==> config.mk <==
export PLATFORM = sky130hd
export DESIGN_NAME = mult_sequencer
export DESIGN_NICKNAME = d
export VERILOG_FILES = /design/src/rtl/mult_pkg.sv /design/src/rtl/mult_shift_add_dp.sv /design/src/rtl/mult_sequencer.sv
export SDC_FILE = /design/constraint.sdc
export NUM_CORES = 1
export LEC_CHECK = 0
export ABC_AREA = 1
export CELL_PAD_IN_SITES_DETAIL_PLACEMENT = 1
export CELL_PAD_IN_SITES_GLOBAL_PLACEMENT = 2
export CORE_ASPECT_RATIO = 0.5
export CORE_MARGIN = 3
export CORE_UTILIZATION = 36
export CTS_CLUSTER_DIAMETER = 100
export DETAILED_ROUTE_END_ITERATION = 10
export PLACE_DENSITY = 0.82
export SYNTH_ARGS = -nofsm -noshare
export SYNTH_HDL_FRONTEND = slang
export SYNTH_HIERARCHICAL = 1
export SYNTH_SLANG_ARGS = --single-unit
==> constraint.sdc <==
create_clock -name CLK -period 4.9 [get_ports CLK]
set_clock_uncertainty 0.05 [all_clocks]
set_input_delay 0.735 -clock CLK [delete_from_list [all_inputs] [get_ports CLK]]
set_output_delay 0.735 -clock CLK [all_outputs]
set_load 0.01 [all_outputs]
==> src/rtl/mult_pkg.sv <==
// Shared types and constants for the shift-add multiplier.
// State encoding and default operand width.
package mult_pkg;

   typedef enum logic [1:0] {
      IDLE   = 2'd0,
      RUN    = 2'd1,
      FINISH = 2'd2
   } state_t;

   localparam int W_DEF = 8;

endpackage

==> src/rtl/mult_shift_add_dp.sv <==
// Shift-add datapath: operand shifters, 2W accumulator, step counter.
// Load clears and captures; step performs one add/shift iteration.
module mult_shift_add_dp
   import mult_pkg::*;
#(
   parameter int W = W_DEF
) (
   input  logic           clk,
   input  logic           rst_n,
   input  logic           load,
   input  logic           step,
   input  logic [W-1:0]   a,
   input  logic [W-1:0]   b,
   output logic [2*W-1:0] acc_next,
   output logic           last
);

   localparam int CW = $clog2(W) + 1;
   localparam logic [CW-1:0] LAST_CNT = CW'(W - 1);

   logic [2*W-1:0] mcand;
   logic [2*W-1:0] acc;
   logic [W-1:0]   mplier;
   logic [CW-1:0]  cnt;

   // Value the accumulator takes on this step; never wraps at 2W bits.
   assign acc_next = mplier[0] ? (acc + mcand) : acc;

   // The step in progress is the W-th one.
   assign last = (cnt == LAST_CNT);

   // Capture operands on load, otherwise iterate one bit per step.
   always_ff @(posedge clk or negedge rst_n) begin
      if (!rst_n) begin
         mcand  <= '0;
         mplier <= '0;
         acc    <= '0;
         cnt    <= '0;
      end else if (load) begin
         mcand  <= {{W{1'b0}}, a};
         mplier <= b;
         acc    <= '0;
         cnt    <= '0;
      end else if (step) begin
         mcand  <= mcand << 1;
         mplier <= mplier >> 1;
         acc    <= acc_next;
         cnt    <= cnt + 1'b1;
      end
   end

endmodule

==> src/rtl/mult_sequencer.sv <==
// Sequential unsigned multiplier: fixed W-cycle shift-add run.
// FSM sequences the datapath and registers the final result.
module mult_sequencer
   import mult_pkg::*;
#(
   parameter int W = W_DEF
) (
   input  logic         CLK,
   input  logic         RESET,
   input  logic         START,
   input  logic [W-1:0] MULTIPLICAND,
   input  logic [W-1:0] MULTIPLIER,
   output logic         BUSY,
   output logic         DONE,
   output logic [W-1:0] OUT,
   output logic         OVERFLOW
);

   state_t         state;
   state_t         state_nxt;
   logic           load;
   logic           step;
   logic           last;
   logic [2*W-1:0] acc_next;

   mult_shift_add_dp #(.W(W)) u_dp (
      .clk      (CLK),
      .rst_n    (RESET),
      .load     (load),
      .step     (step),
      .a        (MULTIPLICAND),
      .b        (MULTIPLIER),
      .acc_next (acc_next),
      .last     (last)
   );

   // State register.
   always_ff @(posedge CLK or negedge RESET) begin
      if (!RESET) state <= IDLE;
      else        state <= state_nxt;
   end

   // Next state: RUN always lasts W steps; FINISH may chain a new run.
   always_comb begin
      state_nxt = state;
      unique case (state)
         IDLE:    if (START) state_nxt = RUN;
         RUN:     if (last)  state_nxt = FINISH;
         FINISH:  state_nxt = START ? RUN : IDLE;
         default: state_nxt = IDLE;
      endcase
   end

   // Moore outputs and datapath enables.
   always_comb begin
      BUSY = 1'b0;
      DONE = 1'b0;
      load = 1'b0;
      step = 1'b0;
      unique case (state)
         IDLE:    load = START;
         RUN: begin
            BUSY = 1'b1;
            step = 1'b1;
         end
         FINISH: begin
            DONE = 1'b1;
            load = START;
         end
         default: ;
      endcase
   end

   // Result registers update only on the final step and hold otherwise.
   always_ff @(posedge CLK or negedge RESET) begin
      if (!RESET) begin
         OUT      <= '0;
         OVERFLOW <= 1'b0;
      end else if (step && last) begin
         OUT      <= acc_next[W-1:0];
         OVERFLOW <= |acc_next[2*W-1:W];
      end
   end

endmodule

==> results.py, run 1 <==
metrics = {
    "run_status": {
        "status": "finished clean",
    },
    "die": {
        "io_pins": 30,
        "die-height_um": 73.9,
        "die_w_um": 142,
        "core_um2": 8830,
        "dieArea_um2": 10500,
        "rows": 24,
        "start_util_pct": 37.6,
    },
    "worst_setup_path": {
        "cp.required_ns": 5.00,
        "cp_cell_sequence": "clkdlybuf4s50_1 -> inv_1 -> nor2_1 -> buf_4 -> nor2_2 -> inv_2 -> o22ai_1 -> a21oi_1",
        "cp_max_fo": 22,
        "start_kind": "primary input",
        "rr_worst_depth": 15,
        "crit_path_max_incr_delay_ns": 0.81,
        "worstPathArrival_ns": 2.91,
        "crit_slowest_cell": "nor2_2",
        "crit_start": "START",
        "timing.rr.start": "u_dp/mcand[0]",
        "endpoint_kind": "flip-flop",
        "critical_path_class": "primary input to flip-flop",
    },
    "final_layout": {
        "area_growth_pct": 15.6,
        "mostFrequentLayoutCell": "nand2_1",
        "final_util_pct": 43.4,
        "fin_area_um2": 3830,
        "num_antenna_cells": 0,
        "finalNetCount": 510,
        "most-common-layout-cells": "nand2_1, inv_1, dfrtp_1",
        "drive_above_1_share_pct": 6.77,
        "nFillCells": 1114,
    },
    "clock_network": {
        "cts_root_buffer": "clkbuf_16",
        "clock_sinks": 55,
        "post_cts_buffers": 0,
        "path_clk_slew_ns": 0.07,
        "clockBufferDepth": 2,
        "cts.htree.levels": 2,
        "cts_tree": "yes",
        "cts_hold_buffers": 0,
        "cts_resized": 0,
        "numCtsBuffers": 5,
        "clock_latency_ns": 0.29,
    },
    "timing": {
        "period_share_pct": 57.4,
        "fin_setup_tns_ns": 0,
        "min_period_ns": 2.81,
        "fin_hold_ws_ns": 0.425,
        "setup_slack_ns": 2.09,
        "slew_viol_final": 0,
        "setup_violations": 0,
        "finalHoldViolCount": 0,
        "worst_pin_slew_ns": 1.03,
        "slew_headroom_pct": 31.5,
        "max_freq_mhz": 356,
        "rsz0062_at_grt": "false",
    },
    "place": {
        "portBuffers": 29,
        "gp_congestion": 0.786,
        "place_ws_ns": 1.76,
        "dp_hpwl_um": 7030,
        "postPlaceCellArea_um2": 3700,
    },
    "yosys": {
        "ys_seq_area_share_pct": 41.5,
        "synth_ff_type": "dfrtp_1",
        "synthDistinctLibCells": 30,
        "synth_nets": 483,
        "synth_cells": 447,
        "netlist_area_um2": 3320,
        "synth_edf_count": 0,
        "synth_area_per_cell_um2": 7.42,
        "ys_async_sr_fraction_pct": 100,
        "synth-seq-cells": 55,
        "yosys_warnings": 6,
    },
    "grt": {
        "antenna_found_initial": 0,
        "grt_pass1_vias": 3180,
        "grt_first_pass_wirelength_um": 15500,
        "grt_start_max_net_pins": 56,
        "grt_overflow": 0,
        "track_usage_pct": 18.9,
    },
    "worst_hold_path": {
        "hold_depth": 2,
        "hp-start": "OUT[7]",
        "hold_class": "flip-flop to flip-flop",
    },
    "drt": {
        "drtIter0Drc": 86,
        "detail-route-antenna-nets": 0,
        "via_per_inst": 4.96,
        "drc": 0,
        "finalWirelength_um": 9160,
        "wl_per_cell_um": 15.5,
        "vias": 2928,
        "dr.pass1.iters": 4,
    },
    "power_and_ir_drop": {
        "p_leak_nw": 1.96,
        "powerDensity_nw_per_um2": 675,
        "vdd_drop_max_mv": 0.289,
    },
    "job": {
        "maxCapViolCount": 0,
    },
}
-- sequential cells by signal, indices dropped and copies added (netlist names) --
signal       flops
OUT              8
u_dp/cnt         4
state            2
u_dp/acc        16
u_dp/mcand      16
u_dp/mplier      8
OVERFLOW         1
-- critical path: cells and delay by family --
kind	cells	cell delay, ns
simple gates	2	0.85
buf+inv	4	1.04
compound gates	2	0.27
-- final timing paths --
kind | end | slack [ns]
worst min register to register | OUT[7] | 0.42
worst max register to register | OVERFLOW | 2.40
worst max-delay path | u_dp/mcand[2] | 2.09
min in group asynchronous | u_dp/acc[12] | 0.51
max in group asynchronous | u_dp/acc[1] | 3.80
worst min-delay path | OUT[7] | 0.42
-- report_power, final --
part | switching, mW | leakage, nW | internal, mW | total (mW)
Combinational | 0.900 | 1.19 | 0.539 | 1.44
Sequential | 0.162 | 0.709 | 0.648 | 0.811
Clock | 0.153 | 0.0628 | 0.184 | 0.337
-- through the flow --
| step | cells | power [mW] |
|---|---|---|
| final | 590 | 2.59 |
| after detailed placement | 584 | 2.27 |
| after global placement | 584 | 2.20 |
| after floorplan | 447 | 1.82 |
| after global routing | 590 | 2.85 |
| after CTS | 590 | 2.62 |
-- layout make-up --
type | count | area (um2) | share of cell area [%]
Clock buffer | 6 | 129 | 3.36
Timing Repair Buffer | 31 | 300 | 7.84
Tap cell | 117 | 146 | 3.82
Multi-Input combinational cell | 317 | 1640 | 42.8
Sequential cell | 55 | 1380 | 35.9
Inverter | 64 | 240 | 6.27
-- per-layer routing --
layer	vias to the layer above	global-route usage, %	share of wire (%)
met1	1409	24.6	48
met4	0	5.64	1.2
met2	44	32.4	48
met3	11	3.64	2.9
met5	-	0	0
li1	1464	-	-
-- cells in the mapped netlist (all sizes together) (2+ instances only) --
cell	n	area, um2
a22oi	7	52.6
a21oi	13	65.1
and2	10	62.6
nor2	29	126
o211ai	3	22.5
o221ai	2	17.5
dfrtp	55	1380
ha	16	200
o21ai	20	115
xnor2	7	61.3
nand3	26	130
or2	8	50.1
nand3b	2	15.0
o22ai	11	68.8
clkbuf	2	7.51
buf	9	51.3
nand2	159	612
inv	64	240
-- cell families (layout without fill, tap and decap cells) --
group | Yosys count | after routing | share of synthesized area (%)
and+or+nand+nor | 235 | 235 | 30.2
buffers and inverters | 75 | 101 | 9.02
AOI/OAI and AO/OA | 58 | 58 | 10.8
DFF | 55 | 55 | 41.5
adders and majority gates | 17 | 17 | 6.64
xor gates and xnor gates | 7 | 7 | 1.85
No activity file was read; power rests on OpenSTA's default activity.
==> inputs of run 2 (changes only) <==
--- a/config.mk
+++ b/config.mk
@@ -10,10 +10,10 @@
 export CELL_PAD_IN_SITES_GLOBAL_PLACEMENT = 2
 export CORE_ASPECT_RATIO = 0.5
 export CORE_MARGIN = 3
-export CORE_UTILIZATION = 36
+export CORE_UTILIZATION = 30
 export CTS_CLUSTER_DIAMETER = 100
 export DETAILED_ROUTE_END_ITERATION = 10
-export PLACE_DENSITY = 0.82
+export PLACE_DENSITY = 0.73
 export SYNTH_ARGS = -nofsm -noshare
 export SYNTH_HDL_FRONTEND = slang
 export SYNTH_HIERARCHICAL = 1
==> constraint.sdc (replaced) <==
create_clock -name CLK -period 2.3 [get_ports CLK]
set_clock_uncertainty 0.05 [all_clocks]
set_input_delay 0.345 -clock CLK [delete_from_list [all_inputs] [get_ports CLK]]
set_output_delay 0.345 -clock CLK [all_outputs]
set_load 0.01 [all_outputs]
==> results.py, run 2 (synthesized netlist as in run 1, its figures left out) <==
metrics = {
    "die": {
        "start_util_pct": 31.7,
        "die_w_um": 155,
        "io_pins": 30,
        "core_um2": 10500,
        "rows": 26,
        "dieArea_um2": 12400,
        "die-height_um": 80.3,
    },
    "final_layout": {
        "area_growth_pct": 26.0,
        "mostFrequentLayoutCell": "nand2_1",
        "reg_top3": "u_dp/acc x16, u_dp/mcand x16",
        "finalNetCount": 527,
        "nFillCells": 1286,
        "drive_above_1_share_pct": 16.5,
        "final_util_pct": 39.9,
        "most-common-layout-cells": "nand2_1, inv_1, dfrtp_1",
        "num_antenna_cells": 0,
    },
    "timing": {
        "setup_violations": 0,
        "period_share_pct": 97.3,
        "max_freq_mhz": 447,
        "rsz0062_at_grt": "true",
        "slew_viol_final": 0,
        "finalHoldViolCount": 0,
        "slew_headroom_pct": 65.5,
        "worst_pin_slew_ns": 0.517,
        "min_period_ns": 2.24,
    },
    "place": {
        "portBuffers": 29,
        "gp_congestion": 0.787,
        "dp_hpwl_um": 7170,
    },
    "worst_setup_path": {
        "endpoint": "OVERFLOW",
        "worstPathArrival_ns": 2.38,
        "critical_path_class": "flip-flop to flip-flop",
        "endpoint_kind": "flip-flop",
        "crit_start": "u_dp/acc[0]",
        "cp.required_ns": 2.44,
        "start_kind": "flip-flop",
        "timing.rr.start": "u_dp/acc[0]",
        "rr_worst_depth": 15,
        "cp_max_fo": 3,
        "r2r_slack_ns": 0.06,
        "worstReg2RegEnd": "OVERFLOW",
    },
    "drt": {
        "finalWirelength_um": 9520,
        "drc": 0,
        "wl_per_cell_um": 15.1,
        "dr.pass1.iters": 4,
        "drtIter0Drc": 150,
        "via_per_inst": 4.63,
        "detail-route-antenna-nets": 0,
        "vias": 2926,
    },
    "grt": {
        "grt_pass1_vias": 3101,
        "grt_first_pass_wirelength_um": 15900,
        "antenna_found_initial": 0,
        "track_usage_pct": 16.3,
        "grt_overflow": 0,
        "grt_start_max_net_pins": 36,
    },
    "clock_network": {
        "clockBufferDepth": 2,
        "clock_sinks": 55,
        "clock_latency_ns": 0.30,
        "cts_root_buffer": "clkbuf_16",
        "path_clk_slew_ns": 0.08,
        "cts_tree": "yes",
        "cts.htree.levels": 2,
        "numCtsBuffers": 5,
    },
    "power_and_ir_drop": {
        "p_total_mw": 6.08,
        "vdd_drop_max_mv": 0.422,
        "p_leak_nw": 2.06,
        "switching_power_mw": 2.78,
        "powerDensity_nw_per_um2": 1460,
        "p_seq_share_pct": 28.0,
        "combPwrFrac_pct": 58.3,
        "clockPowerShare_pct": 13.7,
        "p_int_mw": 3.30,
        "switching_share_pct": 45.8,
    },
    "job": {
        "maxCapViolCount": 0,
    },
    "worst_hold_path": {
        "hold_class": "flip-flop to flip-flop",
    },
    "run_status": {
        "status": "finished clean",
    },
}
run 2: worst min-delay path by stage:
stage	slack (ns)	cells past startpoint	endpoint	start
after detailed placement	0.30	1	u_dp/acc[11]	RESET
after global routing	0.46	2	OUT[5]	OUT[5]
after floorplan	-0.0006	0	OUT[0]	RESET
final	0.43	2	OUT[0]	OUT[0]
after CTS	0.43	2	OUT[6]	OUT[6]
after global placement	0.31	1	u_dp/acc[11]	RESET
run 2: worst max-delay path: stages, from the launching register on:
cell      delay [ns]
dfrtp_1         0.40
ha_2            0.21
fa_2            0.40
nand2_2         0.09
nand2_1         0.05
nand3b_1        0.09
nand2_2         0.10
nand2_2         0.07
nand2_1         0.05
nand2_1         0.06
nand3_2         0.08
and2_4          0.18
nor2_4          0.10
nand2_2         0.05
o21ai_2         0.10
nand2_1         0.06
run 2: cell type report:
| type | instances | area (um2) | share of cell area (%) |
|---|---|---|---|
| Multi-Input combinational cell | 317 | 1770 | 42.4 |
| Sequential cell | 55 | 1380 | 32.9 |
| Timing Repair Buffer | 48 | 455 | 10.9 |
| Inverter | 64 | 240 | 5.75 |
| Tap cell | 140 | 175 | 4.19 |
| Clock buffer | 6 | 139 | 3.32 |
| Clock inverter | 2 | 20.0 | 0.479 |
run 2: through the flow:
step	hold WS (ns)	std cells	setup TNS, ns	instance area [um2]	worst slack [ns]
floorplan	-0.000591	447	0	3320	0.198
global placement	0.314	618	0	3840	0.0606
detailed placement	0.304	618	0	3840	0.00889
CTS	0.432	627	0	4010	0.0188
global route	0.459	632	-0.103	4180	-0.103
finish	0.426	632	0	4180	0.0615
run 2: repair_timing:
item,CTS,global route
setup buffers,0,5
gates resized for setup,1,31
hold endpoints to repair,20,0
hold buffers,1,0
pin swaps,0,11
setup endpoints to repair,1,1
cloned,0,0
run 2: power by group through the flow:
| stage | sequential, mW | combinational (mW) | clock [mW] |
|---|---|---|---|
| after floorplan | 1.63 | 2.24 | 0 |
| after global placement | 1.68 | 3.25 | 0 |
| after detailed placement | 1.69 | 3.30 | 0 |
| after CTS | 1.68 | 3.32 | 0.868 |
| after global routing | 1.76 | 4.05 | 0.904 |
| final | 1.70 | 3.54 | 0.836 |
run 2: metal layers:
| metal | vias up | track usage, % | part of all wire, % |
|---|---|---|---|
| li1 | 1504 | - | - |
| met1 | 1395 | 22.2 | 52 |
| met2 | 22 | 27.3 | 45 |
| met3 | 5 | 3.12 | 2.1 |
| met4 | 0 | 3.17 | 0.74 |
| met5 | - | 0 | 0 |
==> inputs of run 3 (changes only) <==
--- a/config.mk
+++ b/config.mk
@@ -10,10 +10,11 @@
 export CELL_PAD_IN_SITES_GLOBAL_PLACEMENT = 2
 export CORE_ASPECT_RATIO = 0.5
 export CORE_MARGIN = 3
-export CORE_UTILIZATION = 30
+export CORE_UTILIZATION = 31
+export CTS_BUF_LIST = sky130_fd_sc_hd__clkbuf_2
 export CTS_CLUSTER_DIAMETER = 100
 export DETAILED_ROUTE_END_ITERATION = 10
-export PLACE_DENSITY = 0.73
+export PLACE_DENSITY = 0.75
 export SYNTH_ARGS = -nofsm -noshare
 export SYNTH_HDL_FRONTEND = slang
 export SYNTH_HIERARCHICAL = 1
==> results.py, run 3 (synthesized netlist as in run 1, its figures left out) <==
metrics = {
    "run_status": {
        "status": "finished clean",
    },
    "drt": {
        "finalWirelength_um": 9420,
        "vias": 2909,
        "detail-route-antenna-nets": 0,
        "drc": 0,
        "wl_per_cell_um": 15.0,
        "via_per_inst": 4.64,
        "dr.pass1.iters": 4,
        "drtIter0Drc": 145,
    },
    "die": {
        "core_um2": 9920,
        "dieArea_um2": 12000,
        "die-height_um": 79.1,
        "rows": 25,
        "start_util_pct": 33.4,
        "io_pins": 30,
        "die_w_um": 152,
    },
    "worst_setup_path": {
        "cp.depth": 15,
        "cp_cell_sequence": "ha_2 -> fa_2 -> nand3_2 -> nand2_2 -> nand2_2 -> nand2_2 -> nand2_2 -> nand2_1 -> nand2_1 -> nand3_1 -> and2_1 -> nor2_1 -> nand2_1 -> o21ai_2 -> nand2_1",
        "cp.required_ns": 2.66,
        "crit_path_max_incr_delay_ns": 0.46,
        "critPathBufInv": 0,
        "worstReg2RegEnd": "OVERFLOW",
        "cp_top_family": "simple AND/OR/NAND/NOR gates",
        "worstPathArrival_ns": 2.63,
        "critical_path_class": "flip-flop to flip-flop",
        "timing.rr.start": "u_dp/acc[0]",
        "crit_slowest_cell": "dfrtp_1",
        "cp_max_fo": 3,
        "start_kind": "flip-flop",
        "r2r_slack_ns": 0.03,
        "rr_worst_depth": 15,
        "endpoint_kind": "flip-flop",
    },
    "timing": {
        "rsz0062_at_grt": "true",
        "period_share_pct": 98.5,
        "fin_setup_tns_ns": 0,
        "setup_slack_ns": 0.0337,
        "fin_hold_ws_ns": 0.276,
        "slew_viol_final": 0,
        "max_freq_mhz": 441,
        "worst_pin_slew_ns": 0.708,
        "finalHoldViolCount": 0,
        "setup_violations": 0,
        "slew_headroom_pct": 52.8,
        "min_period_ns": 2.27,
    },
    "clock_network": {
        "cts_tree": "yes",
        "clock_sinks": 55,
        "path_clk_slew_ns": 0.31,
        "clock_latency_ns": 0.49,
        "cts_root_buffer": "clkbuf_2",
        "clockBufferDepth": 2,
        "numCtsBuffers": 5,
        "cts.htree.levels": 2,
    },
    "grt": {
        "antenna_found_initial": 0,
        "grt_pass1_vias": 3156,
        "grt_overflow": 0,
        "grt_start_max_net_pins": 56,
        "track_usage_pct": 16.7,
        "grt_first_pass_wirelength_um": 16000,
    },
    "place": {
        "gp_congestion": 0.772,
        "postPlaceCellArea_um2": 3810,
        "dp_hpwl_um": 6970,
        "place_ws_ns": -0.0251,
        "portBuffers": 29,
        "place_inst": 611,
    },
    "final_layout": {
        "area_growth_pct": 22.2,
        "drive_above_1_share_pct": 15.2,
        "reg_top3": "u_dp/acc x16, u_dp/mcand x16",
        "fin_area_um2": 4050,
        "final_cell_count_no_fill": 627,
        "final_util_pct": 40.9,
        "most-common-layout-cells": "nand2_1, inv_1, dfrtp_1",
        "num_antenna_cells": 0,
        "multi_input_area_um2": 1750,
        "nFillCells": 1251,
        "finalNetCount": 527,
        "mostFrequentLayoutCell": "nand2_1",
        "register_area_um2": 1380,
    },
    "power_and_ir_drop": {
        "powerDensity_nw_per_um2": 1410,
        "p_total_mw": 5.70,
        "vdd_drop_max_mv": 0.532,
        "p_leak_nw": 2.03,
    },
    "worst_hold_path": {
        "hold_class": "primary input to asynchronous set/reset pin",
    },
    "job": {
        "maxCapViolCount": 0,
    },
}
==> run 3: changes by cell type in the layout (fill, tap and decap cells not counted), sizes merged <==
| cell | change |
|---|---|
| bufinv | +1 |
| clkdlybuf4s50 | -1 |
| clkinv | -1 |
| dlymetal6s2s | +1 |
==> run 3: worst reg2reg max path, delay by kind of cell, from the launching register on <==
family | cells | cell delay (ns)
DFF | 1 | 0.46
AOI/OAI and AO/OA | 1 | 0.10
and+or+nand+nor | 12 | 0.99
adders and majority gates | 2 | 0.60
==> run 3: worst max-delay path by stage <==
| stage | from | end |
|---|---|---|
| after floorplan | u_dp/mcand[0] | OVERFLOW |
| after global placement | u_dp/mcand[0] | OVERFLOW |
| after detailed placement | u_dp/mcand[0] | OVERFLOW |
| after CTS | u_dp/mcand[0] | OVERFLOW |
| after global routing | u_dp/acc[8] | OVERFLOW |
| final | u_dp/acc[0] | OVERFLOW |
==> run 3: metal layers <==
metal	track usage (%)	vias up	share of wire [%]
met5	0	-	0
met3	3.27	2	2.5
met4	1.88	0	0.20
met1	23.1	1393	52
li1	-	1490	-
met2	28.1	24	45
==> run 3: final cells by class <==
class / instances / area share, %
inverter: 64 / 5.99
multi-input combinational: 317 / 43.2
timing repair buffer: 48 / 11.0
sequential: 55 / 34.0
clock buffer: 6 / 0.741
tap: 135 / 4.17
clock inverter: 2 / 0.957
==> run 3: where the power goes <==
| group | leakage, nW | internal (mW) | switching [mW] | total [mW] |
|---|---|---|---|---|
| clock | 0.0436 | 0.193 | 0.356 | 0.549 |
| combinational | 1.28 | 1.42 | 2.01 | 3.43 |
| sequential | 0.709 | 1.37 | 0.350 | 1.72 |
==> run 3: what timing repair did <==
action	CTS	global route
setup buffers	1	6
pin swaps	0	9
hold endpoints to repair	55	0
resized for setup	2	25
hold buffers	1	0
endpoints found under the setup margin	2	2
==> variant 1, RTL diff (config.mk and constraints of run 2) <==
Re-encode `state_t` (3 states) as one-hot, 3 bits wide.
--- a/src/rtl/mult_pkg.sv
+++ b/src/rtl/mult_pkg.sv
@@ -2,10 +2,10 @@
 // State encoding and default operand width.
 package mult_pkg;
 
-   typedef enum logic [1:0] {
-      IDLE   = 2'd0,
-      RUN    = 2'd1,
-      FINISH = 2'd2
+   typedef enum logic [2:0] {
+      IDLE   = 3'b001,
+      RUN    = 3'b010,
+      FINISH = 3'b100
    } state_t;
 
    localparam int W_DEF = 8;
Check against the original RTL: same outputs for any inputs over 4 cycles, from zero or initial values and one cycle with RESET low; so few cycles prove little.
==> variant 1 against run 2 <==
The flow now finishes with violations (negative hold slack); total power is 19% lower; cell area is 1.4% lower; clock power is 9.9% higher; setup slack worse by 0.053 ns; non-clock buffer count is 5 lower; via count is 2.3% higher; sequential cell count is 1 higher; sequential power is 8% lower; wire length is 0.69% lower; area after synthesis is 3.0% higher; critical path type unchanged.
==> variant 1: results (changes against run 2) <==
first-pass GRT wire length=16.1 mm (+1.5%); asr flop ratio synth=100% (unchanged); Slowest cell on crit path=fa_2; Hold WS=-0.00756 ns (-0.433 ns); CP peak stage delay=0.40 ns (about the same); GPL Wtd Cong=0.756 (-4.0%); htree depth=2 (unchanged); initial drt markers=112 (-25%); Hold Crit Class=in2async; Placement Cell Area=3910 sq um (+1.8%); synth top area cells=dfrtp_1 (40%), nand2_1 (17%), inv_1 (7.4%); Commonest cells post-synth=nand2_1 (159), inv_1 (67), dfrtp_1 (55); nets=538 (+2.1%); CTS root buffer=clkbuf_16; leakage power=2.15 nW (+4.1%); Final Hold Viols=7 (+7); overall routed net length=9.45 mm (-0.69%); total CTS buffers=5 (unchanged); fill count=1345 (+4.6%); Seq/Total Area, Yosys=41.1% (-0.43 points); Synth warnings=6 (unchanged); Syn Nets=498 (+3.1%); vias in the first global route=3159 (+1.9%); antenna cells=0 (unchanged); peak ir drop on the vdd network=0.000348 V (-17%); Worst slew margin=54.6% (-11 points); IO Port Bufs=29 (unchanged); Worst-path clk slew=0.08 ns (about the same); failing checks=negative hold slack; outcome=finished, violations left; total track usage=16.4% (+0.044 points); CP Data Arrival Time=2.44 ns (+0.06 ns); largest registers=u_dp/acc (16), u_dp/mcand (16); distinct cell type count after synthesis=34 (+13%); Clock Tree Buf Depth=2 (unchanged); clock latency on the worst-skew pair=roughly 0.31 ns; hpwl dp=7.12 mm (-0.64%); First-pass DRT Iterations=4 (unchanged); vias post-DR=2993 (+2.3%); initial antenna violation count=0 (unchanged); delay-heaviest family, CP=simple AND/OR/NAND/NOR gates; largest net degree at the start of global routing=33 (-8.3%); layout cells sized above 1=10.9% (-5.5 points); Synth area leader=dfrtp_1; Max FO, Critical Path=3 (unchanged)
variant 1: cell count changes after synthesis, moves of 2 or more:
cell / run 2 / this run
nand2_1: 153 / 159
nand3_1: 26 / 28
inv_2: 4 / 6
nor2_1: 26 / 22
inv_1: 60 / 67
variant 1: kinds of logic (layout without fill, tap and decap cells):
group | Yosys count | after routing | share of synthesized area, %
buffers and inverters | 84 | 125 | 9.60
DFF | 56 | 56 | 41.1
xor gates and xnor gates | 7 | 7 | 1.80
AOI/OAI and AO/OA | 58 | 58 | 10.3
and+or+nand+nor | 240 | 240 | 30.7
adders and majority gates | 17 | 17 | 6.45
variant 1: power breakdown:
group / total, W / leakage (nW) / switching (W) / internal, W
combinational: 0.00242 / 1.32 / 0.00146 / 0.000963
clock: 0.000919 / 0.0815 / 0.000398 / 0.000521
sequential: 0.00157 / 0.744 / 0.000272 / 0.00129
variant 1: final cells by class:
type | count | area, sq um | share of cell area [%]
multi-input cells | 322 | 1700 | 41.3
clock inverters | 2 | 38.8 | 0.942
flip-flops and latches | 56 | 1400 | 34.1
clock buffers | 6 | 129 | 3.13
repair buffers | 43 | 390 | 9.48
well taps | 140 | 175 | 4.25
inverters | 74 | 280 | 6.81
variant 1: repair_timing:
action                     4_1_cts  5_1_grt
pin swaps                        0        3
buffers inserted                 0        3
resized for setup                1        5
setup endpoints to repair        1       12
hold endpoints to repair         0        0
variant 1: worst paths after layout:
path	start	end	slack, ns	cells past startpoint
max	u_dp/mcand[0]	OVERFLOW	0.008	17
min	RESET	u_dp/mcand[12]	-0.008	2
max reg2reg	u_dp/mcand[0]	OVERFLOW	0.008	17
min reg2reg	OUT[2]	OUT[2]	0.42	2
max in group asynchronous	RESET	state[0]	1.83	2
min in group CLK	OUT[2]	OUT[2]	0.42	2
variant 1: layer usage:
layer | share of wire, % | global-route usage [%]
met1 | 52 | 22.6
met2 | 45 | 26.7
met3 | 2.2 | 3.00
met4 | 1.2 | 4.19
met5 | 0 | 0
variant 1: per-stage QoR:
step	setup TNS, ns	power (W)	setup WS, ns	std cells
2_1_floorplan	0	0.00322	0.211	462
3_3_place_gp	0	0.00395	0.0108	632
3_5_place_dp	-0.0269	0.00398	-0.0269	632
4_1_cts	0	0.00493	0.0159	640
5_1_grt	-0.169	0.00540	-0.169	643
6_report	0	0.00491	0.00826	643
==> variant 2, RTL diff (config.mk and constraints of run 2) <==
Without the edit above. `W_DEF`: 8 -> 16.
--- a/src/rtl/mult_pkg.sv
+++ b/src/rtl/mult_pkg.sv
@@ -8,7 +8,7 @@
       FINISH = 2'd2
    } state_t;
 
-   localparam int W_DEF = 8;
+   localparam int W_DEF = 16;
 
 endpackage
 
Ports: changed (resized MULTIPLICAND, MULTIPLIER and OUT); port bits go from 30 to 54. No check against the original RTL was run, so the function may have changed too.
==> variant 2 against run 2 <==
The flow now finishes with violations (negative setup slack); wire length grew to 2.7 times the old value; final cell count up 140%; sequential cell count up 49; cell area grew 140%; synthesized cell count grew 130%; die area rose by 110%; setup slack worse by 0.35 ns; count of clock-buffer cells in the layout increased by 4; total power increased to 2.6 times the old value; first-iteration DRC count increased by 71%; area after synthesis up 110%; critical path type unchanged; largest cell class unchanged; highest routed layer unchanged.
==> variant 2: results (changes against run 2) <==
Non-clock inverters=178 (+180%); vias per cell=4.73 (+2.2%); sequential portion of the cell area=26.4% (-6.5 points); met2 GRT Util=34.1% (+6.8 points); # Post-CTS Setup Buffers=3 (+3); synth top area cells=dfrtp_1 (37%), nand2_1 (20%), inv_1 (9.0%); outcome=finished, violations left; vias in the first global route=7454 (+140%); peak ir drop on the vdd network=0.000461 V (+9.4%); Routed met2 length=11.9 mm (+180%); failing checks=negative setup slack; total track usage=20.4% (+4.0 points); htree depth=3 (+1); CP Data Arrival Time=2.82 ns (+0.44 ns); Layout clock buffers=10 (+4); WL/cell=16.9 um (+12%); fin area=9860 sq um (+140%); largest net degree at the start of global routing=52 (+44%); Post-CTS Resized=22 (+21); Setup WS post-layout=-0.292 ns (-0.353 ns); Commonest cells post-synth=nand2_1 (375), inv_1 (170), dfrtp_1 (104); final setup fails=2 (+2); multi-input combinational area share=43.6% (+1.2 points); IO Port Bufs=53 (+83%); fill count=2821 (+120%); switching fraction of total power=47.3% (+1.6 points); bufs w/o clock=186 (+290%)
-- variant 2: cell types whose count changed after synthesis, sizes merged, moves of 5 or more --
| cell | before | now |
|---|---|---|
| a21oi | 13 | 27 |
| o22ai | 11 | 25 |
| o21ai | 20 | 31 |
| o211ai | 3 | 12 |
| clkbuf | 2 | 17 |
| nor2 | 29 | 60 |
| nand3 | 26 | 65 |
| ha | 16 | 33 |
| and2 | 10 | 15 |
| nand2 | 159 | 398 |
| inv | 64 | 177 |
| dfrtp | 55 | 104 |
| xor2 | 0 | 6 |
-- variant 2: logic make-up (layout without fill, tap and decap cells) --
| kind of cell | after synthesis | after routing | share of synthesized area [%] |
|---|---|---|---|
| DFF | 104 | 104 | 36.8 |
| AOI/OAI and AO/OA | 119 | 119 | 10.5 |
| and+or+nand+nor | 554 | 554 | 33.2 |
| xor gates and xnor gates | 15 | 15 | 1.97 |
| buffers and inverters | 206 | 380 | 11.4 |
| adders and majority gates | 34 | 34 | 6.13 |
-- variant 2: per-stage QoR --
stage               TNS, ns  worst slack, ns  std cells  utilization (%)  hold WS (ns)
CTS                  -0.413           -0.321       1501             41.5         0.439
floorplan                 0           0.0385       1032                -     -0.000591
global placement     -0.723           -0.567       1481             39.6         0.322
finish               -0.366           -0.292       1506             44.0         0.435
detailed placement   -0.860           -0.574       1481             39.6         0.331
global route         -0.755           -0.425       1506             44.0         0.476
-- variant 2: final timing paths --
path	depth (start not counted)	endpoint	start	slack (ns)
min in group CLK	2	OUT[5]	OUT[5]	0.44
worst min-delay path	2	u_dp/acc[17]	RESET	0.44
max in group asynchronous	3	u_dp/mcand[1]	RESET	0.99
worst max-delay path	18	OVERFLOW	u_dp/acc[0]	-0.29
worst max register to register	18	OVERFLOW	u_dp/acc[0]	-0.29
worst min register to register	2	OUT[5]	OUT[5]	0.44
